## src/rtl/mem_access_unit_if.sv

```systemverilog
// Data-memory bus between the MEM-stage load/store unit and data memory.
// Word-wide req/ack bus. The master raises dmem_req and holds the request
// fields stable until the slave answers with dmem_ack. On a read, the slave
// supplies dmem_rdata in the same cycle as dmem_ack.
//   dmem_req   : request valid (master -> slave)
//   dmem_we    : 1 = write, 0 = read (master -> slave)
//   dmem_addr  : word-aligned byte address (master -> slave)
//   dmem_be    : per-byte lane enables (master -> slave)
//   dmem_wdata : lane-steered write data (master -> slave)
//   dmem_ack   : transaction completes this cycle (slave -> master)
//   dmem_rdata : read word, valid with dmem_ack (slave -> master)
interface mem_access_unit_if;
  logic        dmem_req;
  logic        dmem_we;
  logic [31:0] dmem_addr;
  logic [3:0]  dmem_be;
  logic [31:0] dmem_wdata;
  logic        dmem_ack;
  logic [31:0] dmem_rdata;

  modport master (
    output dmem_req, dmem_we, dmem_addr, dmem_be, dmem_wdata,
    input  dmem_ack, dmem_rdata
  );

  modport slave (
    input  dmem_req, dmem_we, dmem_addr, dmem_be, dmem_wdata,
    output dmem_ack, dmem_rdata
  );
endinterface

```

## src/rtl/mem_access_unit.sv

```systemverilog
// MEM-stage load/store unit.
// The unit turns an EX/MEM load or store into one req/ack transaction on the
// data-memory bus. It steers bytes and halfwords onto the correct lanes and
// sign- or zero-extends load data. While the bus transaction is in flight, it
// stalls the pipeline.
// Ports:
//   clk, reset      : rising-edge clock, asynchronous active-high reset
//   MEM_MemRead/Write, MEM_ALUResult, MEM_WriteData, MEM_Size, MEM_Unsigned
//                   : access request from EX/MEM (held frozen while stalled)
//   MEM_MemoryData  : registered, extended load data for MEM/WB
//   MEM_Stall       : combinational pipeline freeze
//   MEM_Misaligned  : combinational alignment fault for the instruction in IDLE
//   MEM_BusError    : one-cycle pulse in DONE after an ack timeout
//   dmem            : data-memory bus, master side (all outputs registered)
module mem_access_unit #(
  parameter int ACK_TIMEOUT = 16,
  parameter int CNT_W       = 5
) (
  input  logic                clk,
  input  logic                reset,
  input  logic                MEM_MemRead,
  input  logic                MEM_MemWrite,
  input  logic [31:0]         MEM_ALUResult,
  input  logic [31:0]         MEM_WriteData,
  input  logic [1:0]          MEM_Size,
  input  logic                MEM_Unsigned,
  output logic [31:0]         MEM_MemoryData,
  output logic                MEM_Stall,
  output logic                MEM_Misaligned,
  output logic                MEM_BusError,
  mem_access_unit_if.master   dmem
);

  typedef enum logic [1:0] {IDLE = 2'd0, REQ = 2'd1, DONE = 2'd2} state_e;

  state_e             state_q, state_d;
  logic [CNT_W-1:0]   cnt_q, cnt_d;
  logic               req_q, req_d, we_q, we_d, bus_err_q, bus_err_d, uns_q, uns_d;
  logic [31:0]        addr_q, addr_d, wdata_q, wdata_d, data_q, data_d;
  logic [3:0]         be_q, be_d;
  logic [1:0]         lo_q, lo_d, size_q, size_d;
  logic               access_s, misaligned_s;

  // Little-endian byte enables for a given size and address offset.
  function automatic logic [3:0] lane_be(input logic [1:0] size, input logic [1:0] lo);
    case (size)
      2'b00:   lane_be = 4'b0001 << lo;
      2'b01:   lane_be = lo[1] ? 4'b1100 : 4'b0011;
      default: lane_be = 4'b1111;
    endcase
  endfunction

  // Replicate narrow store data across all lanes so that any enabled lane
  // carries the right bits.
  function automatic logic [31:0] lane_wdata(input logic [1:0] size, input logic [31:0] wd);
    case (size)
      2'b00:   lane_wdata = {4{wd[7:0]}};
      2'b01:   lane_wdata = {2{wd[15:0]}};
      default: lane_wdata = wd;
    endcase
  endfunction

  // Select the addressed byte or halfword from the read word, then extend it.
  function automatic logic [31:0] load_extend(input logic [1:0] size, input logic [1:0] lo,
                                              input logic uns, input logic [31:0] rd);
    logic [7:0]  b;
    logic [15:0] h;
    b = rd[8*lo +: 8];
    h = lo[1] ? rd[31:16] : rd[15:0];
    case (size)
      2'b00:   load_extend = uns ? {24'h000000, b} : {{24{b[7]}}, b};
      2'b01:   load_extend = uns ? {16'h0000, h} : {{16{h[15]}}, h};
      default: load_extend = rd;
    endcase
  endfunction

  assign access_s     = MEM_MemRead | MEM_MemWrite;
  assign misaligned_s = access_s & (((MEM_Size == 2'b01) & MEM_ALUResult[0]) |
                                    (MEM_Size[1] & (MEM_ALUResult[1:0] != 2'b00)));

  // In REQ and DONE the EX/MEM inputs are frozen and were already checked, so
  // only the instruction being evaluated in IDLE reports misalignment.
  assign MEM_Misaligned = (state_q == IDLE) & misaligned_s;
  assign MEM_Stall      = ((state_q == IDLE) & access_s & ~misaligned_s) | (state_q == REQ);

  assign MEM_MemoryData  = data_q;
  assign MEM_BusError    = bus_err_q;
  assign dmem.dmem_req   = req_q;
  assign dmem.dmem_we    = we_q;
  assign dmem.dmem_addr  = addr_q;
  assign dmem.dmem_be    = be_q;
  assign dmem.dmem_wdata = wdata_q;

  // Next-state, bus-register and load-result logic.
  always_comb begin
    state_d   = state_q;
    cnt_d     = cnt_q;
    req_d     = req_q;
    we_d      = we_q;
    addr_d    = addr_q;
    be_d      = be_q;
    wdata_d   = wdata_q;
    data_d    = data_q;
    lo_d      = lo_q;
    size_d    = size_q;
    uns_d     = uns_q;
    bus_err_d = 1'b0;
    case (state_q)
      IDLE: begin
        if (access_s & ~misaligned_s) begin
          req_d   = 1'b1;
          we_d    = MEM_MemWrite;
          addr_d  = {MEM_ALUResult[31:2], 2'b00};
          be_d    = lane_be(MEM_Size, MEM_ALUResult[1:0]);
          wdata_d = lane_wdata(MEM_Size, MEM_WriteData);
          lo_d    = MEM_ALUResult[1:0];
          size_d  = MEM_Size;
          uns_d   = MEM_Unsigned;
          cnt_d   = {CNT_W{1'b0}};
          state_d = REQ;
        end else if (misaligned_s) begin
          data_d = 32'h0000_0000;
        end else begin
          state_d = IDLE;
        end
      end
      REQ: begin
        if (dmem.dmem_ack) begin
          data_d  = we_q ? 32'h0000_0000 : load_extend(size_q, lo_q, uns_q, dmem.dmem_rdata);
          req_d   = 1'b0;
          we_d    = 1'b0;
          be_d    = 4'b0000;
          state_d = DONE;
        end else if (cnt_q == CNT_W'(ACK_TIMEOUT - 1)) begin
          data_d    = 32'h0000_0000;
          req_d     = 1'b0;
          we_d      = 1'b0;
          be_d      = 4'b0000;
          bus_err_d = 1'b1;
          state_d   = DONE;
        end else begin
          cnt_d = cnt_q + {{(CNT_W-1){1'b0}}, 1'b1};
        end
      end
      DONE: begin
        state_d = IDLE;
      end
      default: begin
        state_d = IDLE;
      end
    endcase
  end

  // State and output registers; reset abandons any in-flight transaction.
  always_ff @(posedge clk or posedge reset) begin
    if (reset) begin
      state_q   <= IDLE;
      cnt_q     <= {CNT_W{1'b0}};
      req_q     <= 1'b0;
      we_q      <= 1'b0;
      addr_q    <= 32'h0000_0000;
      be_q      <= 4'b0000;
      wdata_q   <= 32'h0000_0000;
      data_q    <= 32'h0000_0000;
      lo_q      <= 2'b00;
      size_q    <= 2'b00;
      uns_q     <= 1'b0;
      bus_err_q <= 1'b0;
    end else begin
      state_q   <= state_d;
      cnt_q     <= cnt_d;
      req_q     <= req_d;
      we_q      <= we_d;
      addr_q    <= addr_d;
      be_q      <= be_d;
      wdata_q   <= wdata_d;
      data_q    <= data_d;
      lo_q      <= lo_d;
      size_q    <= size_d;
      uns_q     <= uns_d;
      bus_err_q <= bus_err_d;
    end
  end

endmodule
```

## src/flat_wrapper.sv

```systemverilog
// flat-port wrapper written by rule: the top's interface ports become plain ports
module mem_access_unit_flat 
#(
  parameter int ACK_TIMEOUT = 16,
  parameter int CNT_W       = 5
)
  (clk, reset, MEM_MemRead, MEM_MemWrite, MEM_ALUResult, MEM_WriteData, MEM_Size, MEM_Unsigned, MEM_MemoryData, MEM_Stall, MEM_Misaligned, MEM_BusError, dmem_dmem_req, dmem_dmem_we, dmem_dmem_addr, dmem_dmem_be, dmem_dmem_wdata, dmem_dmem_ack, dmem_dmem_rdata);
  mem_access_unit_if dmem_i ();
  input  logic clk;
  input  logic reset;
  input  logic MEM_MemRead;
  input  logic MEM_MemWrite;
  input  logic [31:0] MEM_ALUResult;
  input  logic [31:0] MEM_WriteData;
  input  logic [1:0] MEM_Size;
  input  logic MEM_Unsigned;
  output logic [31:0] MEM_MemoryData;
  output logic MEM_Stall;
  output logic MEM_Misaligned;
  output logic MEM_BusError;
  output wire logic [$bits(dmem_i.dmem_req)-1:0] dmem_dmem_req;
  output wire logic [$bits(dmem_i.dmem_we)-1:0] dmem_dmem_we;
  output wire logic [$bits(dmem_i.dmem_addr)-1:0] dmem_dmem_addr;
  output wire logic [$bits(dmem_i.dmem_be)-1:0] dmem_dmem_be;
  output wire logic [$bits(dmem_i.dmem_wdata)-1:0] dmem_dmem_wdata;
  input wire logic [$bits(dmem_i.dmem_ack)-1:0] dmem_dmem_ack;
  input wire logic [$bits(dmem_i.dmem_rdata)-1:0] dmem_dmem_rdata;
  assign dmem_dmem_req = dmem_i.dmem_req;
  assign dmem_dmem_we = dmem_i.dmem_we;
  assign dmem_dmem_addr = dmem_i.dmem_addr;
  assign dmem_dmem_be = dmem_i.dmem_be;
  assign dmem_dmem_wdata = dmem_i.dmem_wdata;
  assign dmem_i.dmem_ack = dmem_dmem_ack;
  assign dmem_i.dmem_rdata = dmem_dmem_rdata;
  mem_access_unit #(.ACK_TIMEOUT(ACK_TIMEOUT), .CNT_W(CNT_W)) u_core (.clk(clk), .reset(reset), .MEM_MemRead(MEM_MemRead), .MEM_MemWrite(MEM_MemWrite), .MEM_ALUResult(MEM_ALUResult), .MEM_WriteData(MEM_WriteData), .MEM_Size(MEM_Size), .MEM_Unsigned(MEM_Unsigned), .MEM_MemoryData(MEM_MemoryData), .MEM_Stall(MEM_Stall), .MEM_Misaligned(MEM_Misaligned), .MEM_BusError(MEM_BusError), .dmem(dmem_i));
endmodule
```

## config.mk

```make
export PLATFORM = sky130hd
export DESIGN_NAME = mem_access_unit_flat
export DESIGN_NICKNAME = d
export VERILOG_FILES = /design/src/rtl/mem_access_unit_if.sv /design/src/rtl/mem_access_unit.sv /design/src/flat_wrapper.sv
export SDC_FILE = /design/constraint.sdc
export NUM_CORES = 1
export LEC_CHECK = 0
export ABC_AREA = 0
export CORE_MARGIN = 4
export CORE_UTILIZATION = 31
export DETAILED_ROUTE_END_ITERATION = 10
export SLEW_MARGIN = 20
export SYNTH_ARGS = -nofsm -noshare
export SYNTH_HDL_FRONTEND = slang
export SYNTH_SLANG_ARGS = --single-unit
```

## constraint.sdc

```tcl
create_clock -name clk -period 4.42 [get_ports clk]
set_clock_uncertainty 0.15 [all_clocks]
set_input_delay 1.105 -clock clk [delete_from_list [all_inputs] [get_ports clk]]
set_output_delay 1.105 -clock clk [all_outputs]
set_load 0.05 [all_outputs]
```

Word-level counts from Yosys, hierarchy flattened
Cells that the tools add are included.
{"block": "totals", "ff_bits": 113, "inputBits": 104, "output_inout_bits": 105, "wordCells": 82}
{"block": "classes", "addsub": 1, "n_eq_ne": 11, "shift": 2, "mux": 35, "bitwise_logic": 11, "reduce_logical": 10}
{"operator": "$mux 32", "count": 7}
{"operator": "$pmux 32 s2", "count": 3}
{"operator": "$shiftx 32x6->8", "count": 1}
{"operator": "$mux 16", "count": 1}
{"operator": "$mux 4", "count": 4}
{"operator": "$pmux 4 s2", "count": 2}
{"operator": "$mux 5", "count": 3}
{"operator": "$pmux 5 s2", "count": 1}
{"operator": "$mux 2", "count": 4}
{"operator": "$ne 2x2->1 const B", "count": 4}
{"operator": "$reduce_and 4->1", "count": 2}
{"operator": "$and 1x1->1", "count": 7}
{"operator": "$mux 1", "count": 7}
{"operator": "$eq 2x1->1 const B", "count": 3}
{"operator": "$logic_not 2->1", "count": 3}
{"operator": "$ne 3x3->1 const B", "count": 2}
{"operator": "$add 5x1->5 const B", "count": 1}
{"operator": "$eq 5x4->1 const B", "count": 1}
{"operator": "$pmux 1 s2", "count": 2}
{"operator": "$pmux 2 s2", "count": 1}
{"operator": "$reduce_and 2->1", "count": 2}
{"operator": "$reduce_bool 2->1", "count": 2}
{"operator": "$shl 1x2->4 const A", "count": 1}
{"operator": "$or 1x1->1", "count": 3}
{"operator": "other kinds (3)", "count": 3}

Logic depth before layout (Yosys ltp)
{"block": "depth", "depth_word": 8, "depth_mapped": 7, "depth_no_buf": 7}

Least setup slack after synthesis
Ideal clock, no wire load.
{"block": "synth_path", "path_kind": "input-to-output", "startpoint": "input MEM_ALUResult[0]", "endpoint": "output MEM_Stall", "t_arrival_ns": 2.152, "required_time_ns": 3.165, "path_slack_ns": 1.013, "stages": 4, "path_buffers": 0, "path_cell_list": "o21ai_1 > and2_1 > a21oi_1 > nor2_1"}
{"block": "synth_between", "elab_chain_len": 7}
{"element": "start: declaration", "line_no": "flat_wrapper.sv:13", "text": "input logic [31:0] MEM_ALUResult;"}
{"element": "$reduce_bool 2->1", "line_no": "mem_access_unit.sv:79", "text": "(MEM_Size[1] & (MEM_ALUResult[1:0] != 2'b00)));"}
{"element": "$and 1x1->1", "line_no": "mem_access_unit.sv:79"}
{"element": "$or 1x1->1 *", "line_no": "mem_access_unit.sv:78", "text": "assign misaligned_s = access_s & (((MEM_Size == 2'b01) & MEM_ALUResult[0]) |"}
{"element": "$and 1x1->1 *", "line_no": "mem_access_unit.sv:78"}
{"element": "$not 1->1 *", "line_no": "mem_access_unit.sv:84", "text": "assign MEM_Stall = ((state_q == IDLE) & access_s & ~misaligned_s) | (state_q == REQ);"}
{"element": "$and 1x1->1 *", "line_no": "mem_access_unit.sv:84"}
{"element": "$or 1x1->1 *", "line_no": "mem_access_unit.sv:84"}
{"element": "end: declaration", "line_no": "flat_wrapper.sv:18", "text": "output logic MEM_Stall;"}
Mark *: on every way between the ends. The rest lies on a longest branch, timed or not.

Worst setup path in the final report
Same ends and word-level chain as after synthesis.

==> qor.yml <==
run_status:
  outcome: "complete, no violations"
power:
  power.density_nw_per_um2: 772.8
  power_mw: 6.283
  power_leakage_nw: 3.425
  vdd_ir_drop_max_mv: 0.3810
placed_design:
  hpwl_um: 11700
  io_buffers: 206
  gp_congestion: 0.7743
  dp_slack_ns: 0.5825
clock_network:
  numCtsBuffers: 17
  cts-resized-gates: 0
  cts_sinks: 113
  clockBufferDepth: 2
  cts_max_level: 4
  cts_tree: "yes"
  post-cts-setup-buffers: 0
  ctsHoldBuffers: 0
  clk-insertion-delay-late_ns: 0.41
  clk_pin_slew_ns: 0.05
  cts-root-buf: "clkbuf_16"
sta:
  rsz0062_at_grt: "no"
  max_slew_margin_pct: 39.80
  finalCritPeriodShare_pct: 86.89
  hold_slack_ns: 0.3232
  report.final.slew_viol_count: 0
  worst_pin_slew_ns: 0.8996
  finalSetupTns_ns: 0
  finalSetupViolCount: 0
  hold_viol: 0
  setup_slack_ns: 0.5795
  max_freq_mhz: 260.4
  period_needed_ns: 3.840
global_route:
  grt_usage_pct: 17.44
  grt_first_pass_wirelength_um: 24940
  grt_max_degree: 59
  antenna_found_initial: 0
  grt_pass1_vias: 4553
  overflow: 0
final_layout:
  nFillCells: 1386
  utilization_pct: 50.63
  layout.nets: 755
  area_delta_synth_final_pct: 58.64
  final_common_cell: "clkdlybuf4s50_1"
  antenna_cells: 0
  layout_common_cells: "204 x clkdlybuf4s50_1, 113 x dfrtp_1, 46 x o21ai_0"
  drive_gt1_share_pct: 14.50
floorplanning:
  die_h_um: 136.6
  fp-row-count: 46
  start_util_pct: 31.92
  die_x_um: 136.6
  coreArea_um2: 16060
  io_pins: 209
  dieArea_um2: 18650
synthesis:
  ys_ff_latch: 113
  synth.cell_area_um2: 5125
  synth_xor_area_share_pct: 0.3418
  synth_top_family_by_area: "multiplexers"
  yosys_warnings: 0
  synthDistinctLibCells: 45
  ys_seq_area_share_pct: 55.18
  synth-simple-area-share_pct: 10.18
  synth.avg_cell_area_um2: 11.57
  synth-compound-area-share_pct: 13.89
  syn_inst: 443
  muxShareOfSynthArea_pct: 16.43
  synth_fa_ha_area_share_pct: 0.4883
critical_path:
  critPathLaunchType: "primary input"
  worstSetupPathType: "in -> out"
  path_delay_family: "buffers and inverters"
  path_depth: 6
  rr_worst_depth: 7
  critPathRequiredTime_ns: 3.16
  worstPathArrival_ns: 2.59
  cp_num_buf_inv: 2
  path_max_fanout: 5
  endpoint_kind: "output pin"
  crit_chain: "clkdlybuf4s50_1, o21ai_1, and2_1, a21oi_1, nor2_1, buf_4"
  crit_slowest_cell: "clkdlybuf4s50_1"
  max_stage_delay_ns: 0.54
detailed_routing:
  ant_nets: 0
  wl_per_cell_um: 17.97
  vias_per_cell: 4.828
  drt_pass1_iterations: 4
  route.vias.total: 4239
  drt_iter0_markers: 138
  post-route-drc-count: 0
  drt_wl_total_um: 15780
hold_path:
  holdPathStages: 2
  hold_class: "reg -> reg"
job:
  cap_violations: 0
[registers in the layout, indices dropped and copies added, names as in the netlist, 2 cells and up]
register                flops
u_core.dmem.dmem_addr      30
u_core.dmem.dmem_be         4
u_core.state_q              2
u_core.size_q               2
u_core.lo_q                 2
u_core.cnt_q                5
u_core.MEM_MemoryData      32
u_core.dmem.dmem_wdata     32
[stage by stage]
| stage | cells | cell area, um2 |
|---|---|---|
| 3_5_place_dp | 845 | 7440 |
| 2_1_floorplan | 444 | 5129 |
| 4_1_cts | 877 | 8115 |
| 6_report | 878 | 8130 |
| 3_3_place_gp | 845 | 7440 |
| 5_1_grt | 878 | 8130 |
[per-layer routing]
metal	part of all wire [%]	wire length, um	track usage [%]	up-vias
li1	-	-	-	2007
met1	41	6456	20.81	2038
met2	46	7265	27.68	180
met3	12	1889	8.566	14
met4	1.0	165	5.487	0
met5	0	0	0	-
[power breakdown]
group	switching, mW	leakage, nW	total (mW)	internal (mW)
Combinational	1.92	1.70	3.01	1.08
Clock	0.489	0.314	1.56	1.07
Sequential	0.289	1.42	1.72	1.43
Total	2.70	3.42	6.28	3.58
[final timing paths]
kind | from | end | slack (ns)
max | MEM_ALUResult[0] | MEM_Stall | 0.58
min | u_core.dmem.dmem_req | u_core.dmem.dmem_req | 0.32
max reg2reg | u_core.cnt_q[0] | u_core.MEM_MemoryData[20] | 1.93
min reg2reg | u_core.dmem.dmem_req | u_core.dmem.dmem_req | 0.32
max in group asynchronous | reset | u_core.MEM_MemoryData[9] | 2.29
min in group asynchronous | reset | u_core.dmem.dmem_addr[13] | 1.03
[cell usage after synthesis, drive strengths merged]
master / count / area (um2)
dfrtp: 113 / 2828
o21ai: 47 / 235.2
mux2: 44 / 495.5
nand2: 40 / 150.1
mux2i: 32 / 320.3
nor2: 21 / 78.83
a21oi: 20 / 100.1
a221o: 16 / 160.2
buf: 16 / 91.33
clkbuf: 14 / 53.80
o2bb2ai: 14 / 122.6
nor2b: 9 / 56.30
inv: 8 / 30.03
nand3: 8 / 40.04
or3: 8 / 50.05
and2: 4 / 25.02
o21a: 3 / 22.52
ha: 2 / 25.02
nand2b: 2 / 20.02
nand4: 2 / 18.77
nor3b: 2 / 26.28
nor4b: 2 / 32.53
or2: 2 / 12.51
xnor2: 2 / 17.52
a21o: 1 / 7.510
a221oi: 1 / 8.760
a22o: 1 / 8.760
a22oi: 1 / 7.510
a32o: 1 / 10.01
and3: 1 / 6.260
conb: 1 / 3.750
mux4: 1 / 26.28
nor3: 1 / 5.000
o21ba: 1 / 10.01
o21bai: 1 / 11.26
o31ai: 1 / 7.510
[logic make-up after synthesis]
family	count (synthesis)
flops	113
compound gates	108
simple gates	102
mux	77
buf+inv	38
fa+ha+maj	2
xor+xnor	2
other cells	1
[cell type report]
cell class	instances	area [um2]	share of cell area, %
clock buffer	18	439.2	5.402
inverter	8	32.53	0.4001
multi-input combinational	293	2135	26.25
timing repair buffer	216	2190	26.93
sequential	113	2828	34.78
clock inverter	14	236.5	2.909
tap	216	270.3	3.324
[tightest hold or removal path, cell delays in order, from the launching register on]
cell and delay [ns]:
dfrtp_1 0.34, nand2_1 0.05, nand2_1 0.05
Note: power is estimated with default switching activity, not from simulation.
